## src/rtl/osc_tick_pkg.sv

```systemverilog
// -----------------------------------------------------------------------------
// osc_tick_pkg
// Shared types and constants for the oscillator tick generator.
//   OSC_TICK_MAX_NCH : upper bound on the channel count.
//   OSC_TICK_CNT_W   : default divider counter width.
//   chan_cfg_t       : one channel's configuration {en, div}.
//   ch_width()       : channel-index width for a given channel count (min 1).
// -----------------------------------------------------------------------------
package osc_tick_pkg;

   localparam int OSC_TICK_MAX_NCH = 16;
   localparam int OSC_TICK_CNT_W   = 16;

   typedef struct packed {
      logic                      en;
      logic [OSC_TICK_CNT_W-1:0] div;
   } chan_cfg_t;

   // A single channel still needs a one-bit index so cfg_ch stays a real port.
   function automatic int ch_width(input int nch);
      return (nch > 1) ? $clog2(nch) : 1;
   endfunction

endpackage

```

## src/rtl/osc_tick_chan.sv

```systemverilog
// -----------------------------------------------------------------------------
// osc_tick_chan
// One tick channel: down-counter, active divider/enable, a one-deep pending
// configuration slot and the registered tick flop.
// Ports:
//   clk, rst  : oscillator clock, asynchronous active-high reset
//   acc       : configuration accepted for this channel this edge
//   sync      : restart the counter from the effective divider (tie 0 if unused)
//   cfg_div   : new period minus one
//   cfg_en    : new enable
//   tick      : one-cycle pulse per period (registered)
//   pend      : a configuration is waiting for the next terminal count
// -----------------------------------------------------------------------------
module osc_tick_chan
   import osc_tick_pkg::*;
#(
   parameter int CNT_W = OSC_TICK_CNT_W
) (
   input  logic             clk,
   input  logic             rst,
   input  logic             acc,
   input  logic             sync,
   input  logic [CNT_W-1:0] cfg_div,
   input  logic             cfg_en,
   output logic             tick,
   output logic             pend
);

   logic             en_q, en_d;
   logic [CNT_W-1:0] cnt_q, cnt_d;
   logic [CNT_W-1:0] div_q, div_d;
   logic             pend_q, pend_d;
   logic [CNT_W-1:0] pend_div_q, pend_div_d;
   logic             pend_en_q, pend_en_d;
   logic             tick_q, tick_d;
   logic [CNT_W-1:0] eff_div;
   logic             eff_en;

   // NOTE: every signal gets its hold value before any branch, so no path
   // leaves one unassigned and no latch is inferred.
   always_comb begin
      en_d       = en_q;
      cnt_d      = cnt_q;
      div_d      = div_q;
      pend_d     = pend_q;
      pend_div_d = pend_div_q;
      pend_en_d  = pend_en_q;
      tick_d     = 1'b0;

      // Configuration that becomes active at the next reload point.
      eff_div = pend_q ? pend_div_q : div_q;
      eff_en  = pend_q ? pend_en_q  : en_q;

      if (sync && (en_q || pend_q)) begin
         // Phase restart: reload from the effective config, suppress this tick.
         cnt_d  = eff_div;
         div_d  = eff_div;
         en_d   = eff_en;
         pend_d = 1'b0;
      end else if (en_q) begin
         if (cnt_q == '0) begin
            // Terminal count: the period completes even if pending disables us.
            tick_d = 1'b1;
            cnt_d  = eff_div;
            div_d  = eff_div;
            en_d   = eff_en;
            pend_d = 1'b0;
         end else begin
            cnt_d = cnt_q - CNT_W'(1);
         end
      end

      // Evaluated last so an accept on the terminal (or sync) edge lands in the
      // pending slot rather than merging with the reload above.
      if (acc) begin
         if (en_q) begin
            pend_d     = 1'b1;
            pend_div_d = cfg_div;
            pend_en_d  = cfg_en;
         end else begin
            en_d  = cfg_en;
            div_d = cfg_div;
            cnt_d = cfg_div;
         end
      end
   end

   // NOTE: state registers use non-blocking assignments only, so every flop
   // samples the values computed before this edge.
   always_ff @(posedge clk or posedge rst) begin
      if (rst) begin
         en_q       <= 1'b0;
         cnt_q      <= '0;
         div_q      <= '0;
         pend_q     <= 1'b0;
         pend_div_q <= '0;
         pend_en_q  <= 1'b0;
         tick_q     <= 1'b0;
      end else begin
         en_q       <= en_d;
         cnt_q      <= cnt_d;
         div_q      <= div_d;
         pend_q     <= pend_d;
         pend_div_q <= pend_div_d;
         pend_en_q  <= pend_en_d;
         tick_q     <= tick_d;
      end
   end

   assign tick = tick_q;
   assign pend = pend_q;

endmodule

```

## src/rtl/osc_tick_gen.sv

```systemverilog
// -----------------------------------------------------------------------------
// osc_tick_gen
// Multi-channel programmable tick generator. Each channel divides clk by
// (div+1) and emits single-cycle tick pulses; reconfiguration through a
// valid/ready handshake is applied glitch-free at the channel's terminal count.
// Parameters: NCH (1..16) channels, CNT_W (2..32) counter width;
//             CH_W = ch_width(NCH) is derived.
// Ports:
//   clk        : oscillator-derived clock, rising edge
//   rst        : asynchronous active-high reset
//   cfg_valid  : configuration request
//   cfg_ready  : request accepted when cfg_valid && cfg_ready
//   cfg_ch     : target channel; indices >= NCH are accepted and dropped
//   cfg_div    : period minus one
//   cfg_en     : channel enable
//   sync       : (only with OSC_TICK_SYNC_EN) restart all running channels
//   tick[NCH]  : one-cycle pulse per channel period
//   busy       : some channel holds a pending configuration
// Build option: define OSC_TICK_SYNC_EN to add the sync input.
// -----------------------------------------------------------------------------
module osc_tick_gen
   import osc_tick_pkg::*;
#(
   parameter  int NCH   = 4,
   parameter  int CNT_W = OSC_TICK_CNT_W,
   localparam int CH_W  = ch_width(NCH)
) (
   input  logic             clk,
   input  logic             rst,
`ifdef OSC_TICK_SYNC_EN
   input  logic             sync,
`endif
   input  logic             cfg_valid,
   output logic             cfg_ready,
   input  logic [CH_W-1:0]  cfg_ch,
   input  logic [CNT_W-1:0] cfg_div,
   input  logic             cfg_en,
   output logic [NCH-1:0]   tick,
   output logic             busy
);

   logic [NCH-1:0] pend;
   logic [NCH-1:0] acc;
   logic           sync_int;

`ifdef OSC_TICK_SYNC_EN
   assign sync_int = sync;
`else
   assign sync_int = 1'b0;
`endif

   // Channel decode. An out-of-range index matches nothing, so it reads as
   // ready and the handshake completes without touching any channel.
   always_comb begin
      cfg_ready = 1'b1;
      acc       = '0;
      for (int i = 0; i < NCH; i++) begin
         if (cfg_ch == CH_W'(i)) begin
            cfg_ready = !pend[i];
            acc[i]    = cfg_valid && !pend[i];
         end
      end
   end

   // OR of pending flops: glitch-free as a registered signal.
   assign busy = |pend;

   for (genvar g = 0; g < NCH; g++) begin : g_chan
      osc_tick_chan #(
         .CNT_W (CNT_W)
      ) u_chan (
         .clk     (clk),
         .rst     (rst),
         .acc     (acc[g]),
         .sync    (sync_int),
         .cfg_div (cfg_div),
         .cfg_en  (cfg_en),
         .tick    (tick[g]),
         .pend    (pend[g])
      );
   end

endmodule

```

## config.mk

```make
export PLATFORM = sky130hd
export DESIGN_NAME = osc_tick_gen
export DESIGN_NICKNAME = d
export VERILOG_FILES = /design/src/rtl/osc_tick_pkg.sv /design/src/rtl/osc_tick_chan.sv /design/src/rtl/osc_tick_gen.sv
export SDC_FILE = /design/constraint.sdc
export NUM_CORES = 1
export LEC_CHECK = 0
export CORE_UTILIZATION = 45
export CTS_BUF_LIST = sky130_fd_sc_hd__clkbuf_2 sky130_fd_sc_hd__clkbuf_4 sky130_fd_sc_hd__clkbuf_8
export DETAILED_ROUTE_END_ITERATION = 8
export PLACE_DENSITY = 0.68
export SKIP_LAST_GASP = 1
export SLEW_MARGIN = 20
export SYNTH_ARGS = -nofsm -noshare
export SYNTH_HDL_FRONTEND = slang
export SYNTH_SLANG_ARGS = --single-unit
```

## constraint.sdc

```tcl
create_clock -name clk -period 11.51 [get_ports clk]
set_input_delay 3.453 -clock clk [delete_from_list [all_inputs] [get_ports clk]]
set_output_delay 3.453 -clock clk [all_outputs]
set_load 0.005 [all_outputs]
```

==> key figures <==
Status
  – Status: finished, final reports clean

Critical path
  – CP Max Fanout: 5
  – Data required, critical path: 8.06 ns
  – Crit Path Class: in2out
  – Crit path from: cfg_ch[0]
  – Critical Path Start Type: primary input
  – Crit Reg-Reg Startpoint: g_chan[1].u_chan.cnt_q[7]
  – Arrival time at the worst endpoint: 5.32 ns
  – Setup crit end kind: output port

Drt
  – Met1 wire length: 12200 µm
  – DRT iter0 DRCs: 619
  – Top Metal Used: met4
  – Per-cell routed wire length: 19.1 µm
  – Detail Route Antenna Nets: 0
  – Drt total wl: 26900 µm
  – Pre-antenna DRT Iters: 5
  – Drt via density: 5.88
  – Residual DRC count: 0
  – Via count: 8287
  – Metal3 WL: 1320 µm
  – Met2 routed WL: 12500 µm

Clock tree
  – Clk Latency, worst-skew pair: 0.54 ns
  – Worst-path clk slew: 0.05 ns
  – Cts repair resizes: 0
  – CTS Hold Bufs: 0
  – Number of post-CTS setup repair buffers: 0
  – H-tree depth: 2
  – Root Driver: clkbuf_8
  – CTS tree: yes
  – Bufs on Longest Clock Path: 3
  – # clock sinks: 208
  – Cts bufs inserted: 37

Placed design
  – Number of port buffers: 27
  – Worst Setup Slack post-DPL: 2.75 ns
  – GPL Wtd Cong: 0.866
  – Post-DP HPWL: 16600 µm
  – Placed Area: 11300 µm²
  – Placed cell count: 1346

Synthesis
  – Synth unique cells: 78
  – Synth top cells by count: dfrtp_1, mux2_2, nor2_1
  – Synth Instances: 1065
  – Yosys warns: 0
  – Post-synth EDFFs: 0
  – Most numerous cell in the Yosys netlist: dfrtp_1
  – Mapped Nets: 1091
  – Mapped Area: 10900 µm²
  – Avg Cell Area, Syn: 10.3 µm²
  – Synth Flop Type: dfrtp_1
  – Post-synth top area cell: dfrtp_1
  – Top cell type's share of synthesized area: 47.6%
  – Post-synthesis sequential area ratio: 47.6%
  – Yosys reg bits: 208
  – Area contributors post-synth: dfrtp_1, mux2_2, mux2i_1
  – Synth async-reset ratio: 100%

Layout
  – Diode count: 0
  – Final Util: 51.3%
  – Post-Layout Cell Count: 1409
  – Post-route cell area: 12100 µm²
  – Fill cells: 2146
  – Fin nets: 1092
  – Area grow syn2layout: 10.9%
  – Fraction of layout cells with a size suffix above 1: 19.2%

Power and ir drop
  – Max rail drop VDD: 0.0635 mV
  – PD cells: 122 nW/µm²
  – Leak: 5.19 nW
  – Final Power: 1.48 mW

Die
  – Die X: 158 µm
  – Starting Density: 46.3%
  – Full die area: 24900 µm²
  – Std-Cell Rows: 56
  – Chip Height: 158 µm
  – Core Region: 23600 µm²
  – Ports: 28

Worst hold path
  – Min-Delay Startpoint: g_chan[0].u_chan.pend_div_q[9]
  – Worst hold path class: reg2reg

Job
  – Maxcap violations: 0

STA
  – Setup WS post-layout: 2.74 ns
  – Setup Skew: 0.0159 ns
  – Worst hold slack: 0.501 ns
  – Slew HR: 30.2%
  – Fmax: 114 MHz
  – Final min period: 8.77 ns
  – Slew @ Worst Pin: 1.04 ns
  – Post-Route Setup TNS: 0 ns
  – Final period util: 76.2%
  – RSZ-0062 raised after global routing: no
  – Final setup fails: 0
  – Max-slew violation count: 0
  – Hold Violations, Final: 0

GRT
  – Congestion Overflow GR: 0
  – Largest net degree at the start of global routing: 147
  – GRT Util Overall: 22.6%
  – Number of global-route vias before repair: 8046
  – Antenna violations before repair: 0
  – First-pass GRT wire length: 43400 µm
power breakdown:
part / switching [mW] / leakage [nW] / internal, mW
registers: 0.000707 / 2.41 / 0.732
logic: 0.0314 / 2.37 / 0.00892
clock network: 0.306 / 0.407 / 0.404
total: 0.338 / 5.19 / 1.15
layout by cell type (no fill, tap or decap), types with 4 or more instances in the layout:
master	count
or2_2	4
nand3_1	26
xor2_1	6
or4_1	5
nand2b_1	4
and2_1	7
nor4_1	10
a31oi_1	10
clkbuf_8	48
nor2b_1	7
ha_1	4
xnor2_1	23
or3_1	9
inv_1	16
mux2i_1	79
o22ai_1	9
clkbuf_4	10
nor3_1	29
o31ai_1	5
nand4_1	9
o22a_1	6
clkinv_2	4
a22o_1	6
mux2_2	107
nand3b_1	4
nor2_1	93
buf_4	10
nand2_1	82
o21ai_0	82
dfrtp_1	208
o211ai_1	5
a211oi_1	14
a21oi_1	55
clkdlybuf4s50_1	27
worst max-delay path: stages:
cell and delay, ns:
clkdlybuf4s50_1 0.61, mux4_2 0.58, inv_1 0.15, clkdlybuf4s50_1 0.52
area by class of cell:
type / count / area (µm²) / share of cell area (%)
multi-input combinational: 762 / 5320 / 43.9
tap: 319 / 399 / 3.29
inverter: 20 / 87.6 / 0.723
sequential: 208 / 5200 / 43.0
clock buffer: 58 / 736 / 6.07
timing repair buffer: 37 / 345 / 2.85
clock inverter: 5 / 27.5 / 0.227
logic make-up (layout without fill, tap and decap cells):
| kind of cell | Yosys count | count (layout) | share of synthesized area [%] |
|---|---|---|---|
| XOR/XNOR | 29 | 29 | 2.32 |
| buffers and inverters | 95 | 120 | 4.04 |
| AO/OA/AOI/OAI | 225 | 225 | 12.6 |
| flip-flops | 208 | 208 | 47.6 |
| AND/OR/NAND/NOR | 317 | 317 | 14.5 |
| multiplexers | 187 | 187 | 18.5 |
| adder cells (fa/ha/maj) | 4 | 4 | 0.458 |
layer usage:
metal  vias to the layer above  GRT usage, %
li1                       3862             -
met1                      4152          31.1
met2                       220          35.7
met3                        53          3.28
met4                         0          8.69
met5                         -             0
sequential cells by signal (all words and copies together), names as in the netlist, named ones only:
register / count
g_chan.u_chan.en_q: 4
g_chan.u_chan.pend_div_q: 64
g_chan.u_chan.pend_en_q: 4
g_chan.u_chan.cnt_q: 64
g_chan.u_chan.div_q: 64
g_chan.u_chan.tick: 4
path summary, 6_finish.rpt:
check | end | slack, ns | depth (start not counted)
max | cfg_ready | 2.74 | 4
min | g_chan[0].u_chan.pend_div_q[9] | 0.50 | 1
max reg2reg | g_chan[1].u_chan.div_q[7] | 8.53 | 6
min reg2reg | g_chan[0].u_chan.pend_div_q[9] | 0.50 | 1
max in group asynchronous | g_chan[0].u_chan.pend_div_q[14] | 6.74 | 3
min in group asynchronous | g_chan[1].u_chan.tick | 3.47 | 2
(Power assumes the default switching activity.)
